[src/rtl/hazard_forward_unit.sv]
// Hazard and forwarding unit for the 5-stage MIPS core: load-use and MDU interlocks,
// branch/jump bubble, EX forwarding selects and a saturating stall-cycle counter.
module hazard_forward_unit #(
    parameter int REG_ADDR_W       = 5,
    parameter int MDU_LATENCY      = 32,
    parameter int MDU_CNT_W        = 6,
    parameter int STALL_CNT_W      = 32,
    parameter bit ZERO_REG_PROTECT = 1'b1
) (
    input  logic                   clk,
    input  logic                   rst_n,
    input  logic                   mem_readE,
    input  logic [REG_ADDR_W-1:0]  rt_addrE,
    input  logic [REG_ADDR_W-1:0]  rs_addrD,
    input  logic [REG_ADDR_W-1:0]  rt_addrD,
    input  logic                   rs_usedD,
    input  logic                   rt_usedD,
    input  logic [REG_ADDR_W-1:0]  rs_addrE,
    input  logic [REG_ADDR_W-1:0]  rt_addrE_src,
    input  logic                   reg_writeM,
    input  logic                   reg_writeW,
    input  logic [REG_ADDR_W-1:0]  rd_addrM,
    input  logic [REG_ADDR_W-1:0]  rd_addrW,
    input  logic                   pc_src,
    input  logic                   jumpD,
    input  logic                   mdu_startE,
    input  logic                   mdu_startD,
    input  logic                   hilo_readD,
    input  logic                   perf_clear,
    output logic                   pc_enable,
    output logic                   instr_enable,
    output logic                   control_mux,
    output logic                   flush_ifid,
    output logic [1:0]             forward_a,
    output logic [1:0]             forward_b,
    output logic                   mdu_busy,
    output logic                   mdu_done,
    output logic [STALL_CNT_W-1:0] stall_count
);

    function automatic logic addr_match(input logic [REG_ADDR_W-1:0] a,
                                        input logic [REG_ADDR_W-1:0] b);
        return (a == b) && !(ZERO_REG_PROTECT && (a == '0));
    endfunction

    logic [MDU_CNT_W-1:0]   mdu_cnt_q, mdu_cnt_d;
    logic                   mdu_done_q, mdu_done_d;
    logic [STALL_CNT_W-1:0] stall_count_q, stall_count_d;

    logic load_use, mdu_hold, stall;
    logic rs_fwd_m, rs_fwd_w, rt_fwd_m, rt_fwd_w;

    assign load_use = mem_readE &&
                      ((rs_usedD && addr_match(rt_addrE, rs_addrD)) ||
                       (rt_usedD && addr_match(rt_addrE, rt_addrD)));
    assign mdu_busy = (mdu_cnt_q != '0);
    assign mdu_hold = mdu_busy && (hilo_readD || mdu_startD);
    assign stall    = load_use || mdu_hold;

    assign rs_fwd_m = reg_writeM && addr_match(rd_addrM, rs_addrE);
    assign rs_fwd_w = reg_writeW && addr_match(rd_addrW, rs_addrE);
    assign rt_fwd_m = reg_writeM && addr_match(rd_addrM, rt_addrE_src);
    assign rt_fwd_w = reg_writeW && addr_match(rd_addrW, rt_addrE_src);

    always_comb begin
        // NOTE: every output takes a default first, so no branch can leave one held (no latch).
        pc_enable    = 1'b1;
        instr_enable = 1'b1;
        control_mux  = 1'b1;
        flush_ifid   = 1'b0;
        forward_a    = rs_fwd_m ? 2'b10 : (rs_fwd_w ? 2'b01 : 2'b00);
        forward_b    = rt_fwd_m ? 2'b10 : (rt_fwd_w ? 2'b01 : 2'b00);
        if (!rst_n) begin
            pc_enable    = 1'b0;
            instr_enable = 1'b0;
            control_mux  = 1'b0;
            forward_a    = 2'b00;
            forward_b    = 2'b00;
        end else if (stall) begin
            // A stalled branch keeps IF/ID intact and re-resolves next cycle.
            pc_enable    = 1'b0;
            instr_enable = 1'b0;
            control_mux  = 1'b0;
        end else if (pc_src || jumpD) begin
            control_mux  = 1'b0;
            flush_ifid   = 1'b1;
        end
    end

    always_comb begin
        mdu_cnt_d     = mdu_cnt_q;
        // A reload on the final busy cycle cancels the completion pulse.
        mdu_done_d    = (mdu_cnt_q == MDU_CNT_W'(1)) && !mdu_startE;
        stall_count_d = stall_count_q;
        if (mdu_startE) begin
            mdu_cnt_d = MDU_CNT_W'(MDU_LATENCY);
        end else if (mdu_busy) begin
            mdu_cnt_d = mdu_cnt_q - MDU_CNT_W'(1);
        end
        if (perf_clear) begin
            stall_count_d = '0;
        end else if (stall && (stall_count_q != '1)) begin
            stall_count_d = stall_count_q + STALL_CNT_W'(1);
        end
    end

    // NOTE: state registers use non-blocking assignments so all of them update from pre-edge values.
    always_ff @(posedge clk or negedge rst_n) begin
        if (!rst_n) begin
            mdu_cnt_q     <= '0;
            mdu_done_q    <= 1'b0;
            stall_count_q <= '0;
        end else begin
            mdu_cnt_q     <= mdu_cnt_d;
            mdu_done_q    <= mdu_done_d;
            stall_count_q <= stall_count_d;
        end
    end

    assign mdu_done    = mdu_done_q;
    assign stall_count = stall_count_q;

endmodule
[config.mk]
export PLATFORM = sky130hd
export DESIGN_NAME = hazard_forward_unit
export DESIGN_NICKNAME = d
export VERILOG_FILES = /design/src/rtl/hazard_forward_unit.sv
export SDC_FILE = /design/constraint.sdc
export NUM_CORES = 1
export LEC_CHECK = 0
export ABC_AREA = 1
export CAP_MARGIN = 15
export CORE_UTILIZATION = 45
export CTS_CLUSTER_SIZE = 12
export DETAILED_ROUTE_END_ITERATION = 7
export GPL_ROUTABILITY_DRIVEN = 0
export PLACE_DENSITY = 0.77
export SETUP_SLACK_MARGIN = 0.4
export SLEW_MARGIN = 5
export SYNTH_ARGS = -nofsm -noshare
export SYNTH_HDL_FRONTEND = slang
export SYNTH_SLANG_ARGS = --single-unit
[constraint.sdc]
create_clock -name clk -period 1.75 [get_ports clk]
set_clock_uncertainty 0.1 [all_clocks]
set_input_delay 0.175 -clock clk [delete_from_list [all_inputs] [get_ports clk]]
set_output_delay 0.175 -clock clk [all_outputs]
set_load 0.1 [all_outputs]
==> results.yml, run 1 <==
status:
  status: "finished, violations left"
  violations: "negative setup slack"
cts:
  numCtsBuffers: 5
  path_clk_slew_ps: 90
  root_buffer: "clkbuf_8"
  clkSinkCount: 39
  cts_buffer_depth: 2
  htree_num_levels: 2
  clk_latency_ps: 310
  cts_tree: "built"
die:
  initial_core_util: 0.4637
  core_um2: 7253
  dieArea_um2: 7823
  ios: 90
  die_w_um: 88.45
  die_y_um: 88.45
  row_count: 31
route:
  ant_nets: 0
  wirelength_um: 15410
  dr_total_vias: 4945
  wl_per_cell_um: 18.39
  vias_per_cell: 5.901
  drc_errors: 0
  dr.first_iter.drc_count: 680
  drt-pass1-iter-count: 6
worst_setup_path:
  crit_chain: "ha_4 -> nand2_4 -> nor2_4 -> buf_4 -> nand2_2 -> buf_4 -> nor2_2 -> xor2_1 -> nand4_1 -> nand2_1"
  crit_path_top_delay_cell: "dfrtp_4"
  critical_path_required_ps: 1890
  arrival_ps: 2240
  crit_fanout: 5
  critPathLaunchType: "flip-flop"
  end_kind: "flip-flop"
  path_common_cell: "buf_4"
  cpPeakStageDelay_ps: 460
  criticalPathCategory: "flip-flop to flip-flop"
power_and_ir_drop:
  power_leakage_nw: 3.065
  powerDensity_nw_per_um2: 586.0
  finalPower_mw: 3.697
  ir_drop_v: 0.0007102
sta:
  slew_violations: 0
  fin_hold_ws_ps: 301.7
  worst_slew_pin_slew_ps: 389.7
  setup_viol: 36
  layout_setup_ws_ps: -356.4
  final_hold_viol_count: 0
  min_period_ps: 2106
  period_share: 1.204
  final.setup.tns_ps: -7210
  slew_headroom: 0.7393
  fmax_mhz: 474.8
  rsz0062_at_grt: "true"
finish:
  seq_area_um2: 1026
  num-fill-cells: 373
  area_delta_synth_final_pct: 87.57
  multi_input_area_um2: 2459
  nets: 790
  mostFrequentLayoutCell: "nand2_1"
  drive_gt1_frac: 0.4114
  insertedDiodeCount: 0
  final_cell_mix: "nand2_1, buf_4, nor2_1"
yosys:
  synth_warnings: 0
  syn_area_um2: 3363
  ys_seq_area_frac: 0.2902
  syn_avg_cell_area_um2: 6.082
  syn_nets: 605
  ys_types: 33
  ys_seq_elements: 39
  syn_inst: 553
global_routing:
  antenna_found_initial: 0
  grt_max_degree: 65
  grt.total_usage: 0.3468
  grt_pass1_vias: 4465
  overflow: 0
  grt_pass1_wl_um: 20810
place:
  dp_hpwl_um: 8618
  portBuffers: 89
  pre_cts_ws_ps: -296.4
run:
  drv_cap: 0
min_path:
  hp-class: "input pin to async pin"
## per-stage QoR
stage | utilization | std cells | area (um2)
after detailed placement | 0.7583 | 789 | 5500
after global routing | 0.8698 | 838 | 6309
after CTS | 0.8251 | 823 | 5984
final | 0.8698 | 838 | 6309
after global placement | 0.7583 | 789 | 5500
after floorplan | - | 553 | 3652
## sequential cells by signal, indices dropped and copies added (netlist names)
register	cells
stall_count	32
mdu_done	1
mdu_cnt_q	6
## worst max-delay path: cells and delay by family, from the launching register on
kind          cells  cell delay (ps)
simple gates      6              770
flops             1              460
buf+inv           2              300
xor+xnor          1              220
fa+ha+maj         1              170
## final cells by class
type,count,area share
clock buffer,6,0.01309
clock inverter,2,0.006148
inverter,81,0.04919
multi-input combinational,417,0.3897
sequential,39,0.1626
tap,99,0.01964
timing repair buffer,194,0.3596
## cells by family after synthesis
group,share of synthesized area
DFF,0.2902
buffers and inverters,0.1172
xor gates and xnor gates,0.06250
and+or+nand+nor,0.4814
AOI/OAI and AO/OA,0.03386
adders and majority gates,0.01488
## path summary, 6_finish.rpt
| kind | start | endpoint | slack (ps) | cells past startpoint |
|---|---|---|---|---|
| min in group clk | mdu_startE | mdu_done$_DFF_PN0_ | 470 | 2 |
| worst max register to register | stall_count[0]$_DFFE_PN0P_ | stall_count[16]$_DFFE_PN0P_ | -360 | 10 |
| worst min-delay path | rst_n | stall_count[31]$_DFFE_PN0P_ | 300 | 3 |
| worst min register to register | stall_count[12]$_DFFE_PN0P_ | stall_count[12]$_DFFE_PN0P_ | 520 | 2 |
| max in group asynchronous | rst_n | stall_count[26]$_DFFE_PN0P_ | 580 | 4 |
| worst max-delay path | stall_count[0]$_DFFE_PN0P_ | stall_count[16]$_DFFE_PN0P_ | -360 | 10 |
## Yosys cell counts (all sizes together)
cell	count	area, um2
nand2	182	693.2
nor2	84	332.8
inv	81	304.0
nand3	59	300.3
dfrtp	39	975.9
nand4	35	234.0
xor2	14	122.6
buf	10	67.56
xnor2	10	87.58
a21oi	6	30.03
clkbuf	6	22.52
o21ai	6	30.03
nor3	5	25.02
ha	4	50.05
and3	2	12.51
nor3b	2	15.01
o22ai	2	12.51
a211oi	1	7.510
nor4	1	6.260
o211a	1	10.01
o211ai	1	7.510
o21bai	1	7.510
o221ai	1	8.760
## metal layers
metal	up-vias	track usage	share of wire	wire length (um)
li1	2133	-	-	-
met2	402	0.6133	0.48	7462
met3	132	0.06810	0.097	1501
met4	0	0.1686	0.064	990
met5	-	0	0	0
met1	2278	0.4005	0.35	5460
## power breakdown
group	switching [mW]	total, mW	internal [mW]
clock network	0.371	0.840	0.470
registers	0.0798	1.06	0.975
logic	0.961	1.80	0.840
## timing repair
item / in CTS / in global routing
endpoints found under the hold margin: 39 / 0
gates cloned: 4 / 0
endpoints found under the setup margin: 52 / 56
pin swaps: 52 / 28
setup buffers: 20 / 15
hold buffers: 2 / 0
resized for setup: 156 / 61
Note: power is estimated with default switching activity, not from simulation.
==> run 2: changes to the inputs <==
--- a/config.mk
+++ b/config.mk
@@ -11,7 +11,7 @@
 export CTS_CLUSTER_SIZE = 12
 export DETAILED_ROUTE_END_ITERATION = 7
 export GPL_ROUTABILITY_DRIVEN = 0
-export PLACE_DENSITY = 0.77
+export PLACE_DENSITY = 0.74
 export SETUP_SLACK_MARGIN = 0.4
 export SLEW_MARGIN = 5
 export SYNTH_ARGS = -nofsm -noshare
==> run 2 against run 1 <==
The flow finishes with violations (design-rule violations, negative setup slack); critical path type unchanged; clock power fell by 24%; register-to-register slack worse by 30 ps; sequential power barely moved; global-route usage increased by 3.2 points; non-clock buffer count is 5 higher; die area unchanged; sequential share of layout area fell by 0.45 points; core utilization grew 2.7 points; total power decreased by 0.91%; final cell count grew 0.60%; via count up 1.1%; first-iteration DRC count shrank 0.74%.
==> results.yml, run 2 (synthesis results as in run 1) <==
status:
  status: "finished, violations left"
  violations: "design-rule violations, negative setup slack"
finish:
  drive_gt1_frac: 0.4382
  mostFrequentLayoutCell: "nand2_1"
  num-fill-cells: 319
  final_cell_area_um2: 6505
  final_cell_mix: "nand2_1, buf_4, nor2_1"
  area_delta_synth_final_pct: 93.42
  insertedDiodeCount: 0
  nets: 795
  largest_reg_flops: 32
  post-route-util: 0.8968
power_and_ir_drop:
  power_leakage_nw: 3.164
  ir_drop_v: 0.0008410
  powerDensity_nw_per_um2: 563.2
place:
  portBuffers: 89
  place_area_um2: 5493
  pre_cts_ws_ps: -334.1
  dp_hpwl_um: 8810
die:
  row_count: 31
  ios: 90
  die_y_um: 88.45
  die_w_um: 88.45
  core_um2: 7253
  initial_core_util: 0.4637
  dieArea_um2: 7823
global_routing:
  grt.total_usage: 0.3788
  grt_pass1_wl_um: 22710
  grt_max_degree: 65
  antenna_found_initial: 0
  grt_pass1_vias: 4688
  overflow: 0
cts:
  path_clk_slew_ps: 80
  root_buffer: "clkbuf_8"
  numCtsBuffers: 5
  htree_num_levels: 2
  clk_latency_ps: 310
  cts_buffer_depth: 2
  clkSinkCount: 39
  cts_tree: "built"
sta:
  rsz0062_at_grt: "true"
  final_hold_viol_count: 0
  final.setup.tns_ps: -8845
  layout_setup_ws_ps: -384.6
  slew_violations: 0
  worst_slew_pin_slew_ps: 351.1
  fmax_mhz: 468.5
  slew_headroom: 0.7651
  period_share: 1.220
  min_period_ps: 2135
  setup_viol: 39
min_path:
  hp-class: "input pin to async pin"
route:
  dr.first_iter.drc_count: 675
  wirelength_um: 17040
  drc_errors: 102
  wl_per_cell_um: 20.22
  dr_total_vias: 4997
  ant_nets: 0
  drt-pass1-iter-count: 8
  vias_per_cell: 5.928
worst_setup_path:
  arrival_ps: 2280
  criticalPathCategory: "flip-flop to flip-flop"
  reg2regPathDepth: 12
  critPathLaunchType: "flip-flop"
  critical_path_required_ps: 1890
  crit_fanout: 4
  end_kind: "flip-flop"
run:
  drv_cap: 0
==> run 2: cell types whose count changed in the layout (fill, tap and decap cells not counted), sizes merged <==
cell,previous run,this run
buf,163,169
bufinv,1,0
clkbuf,8,9
clkdlybuf4s15,3,2
clkinv,0,1
clkinvlp,1,2
dlygate4sd2,15,12
dlygate4sd3,2,1
dlymetal6s2s,0,3
inv,81,80
==> run 2: metal layers <==
metal	routed length, um	global-route usage	vias to the layer above
li1	-	-	2139
met1	5861	0.4252	2294
met2	8043	0.6434	421
met3	1855	0.09981	143
met4	1280	0.2317	0
met5	0	0	-
==> run 2: worst paths after layout <==
kind	start	to	slack (ps)
worst max-delay path	stall_count[1]$_DFFE_PN0P_	stall_count[14]$_DFFE_PN0P_	-380
worst min-delay path	rst_n	stall_count[27]$_DFFE_PN0P_	400
worst max register to register	stall_count[1]$_DFFE_PN0P_	stall_count[14]$_DFFE_PN0P_	-380
worst min register to register	stall_count[24]$_DFFE_PN0P_	stall_count[24]$_DFFE_PN0P_	530
max in group asynchronous	rst_n	stall_count[9]$_DFFE_PN0P_	650
min in group clk	mdu_startE	mdu_done$_DFF_PN0_	500
==> run 2: power breakdown <==
group / internal (mW) / switching (mW) / total, mW
Combinational: 0.887 / 1.07 / 1.96
Clock: 0.279 / 0.363 / 0.642
Sequential: 0.979 / 0.0871 / 1.07
Total: 2.15 / 1.52 / 3.66
==> run 2: worst max-delay path: stages (launching register included) <==
cell,delay (ps)
dfrtp_4,440
ha_4,180
nand2_4,60
nor2_4,190
buf_4,180
buf_6,100
nand2_4,60
buf_4,130
o21bai_1,160
nand2_1,120
inv_1,80
nand4_1,150
nand2_1,110
==> run 2: per-stage QoR <==
stage               total power, mW  hold WS (ps)  instances
global placement              2.224         44.14        788
finish                        3.663         404.5        843
CTS                           3.342         335.5        829
global route                  3.761         432.1        843
floorplan                     1.780        -220.6        553
detailed placement            2.279         40.80        788
==> run 2: area by class of cell <==
class | count | area, um2 | share of cell area
clock buffer | 6 | 72.57 | 0.01116
clock inverter | 2 | 12.51 | 0.001923
inverter | 81 | 310.3 | 0.04770
multi-input combinational | 417 | 2554 | 0.3926
sequential | 39 | 1028 | 0.1581
tap | 99 | 123.9 | 0.01904
timing repair buffer | 199 | 2404 | 0.3695
==> run 2: what timing repair did <==
action,4_1_cts,5_1_grt
cloned,4,0
pin swaps,58,43
setup endpoints to repair,51,61
setup buffers,28,13
hold endpoints to repair,39,18
resized for setup,193,72
hold buffers,1,1
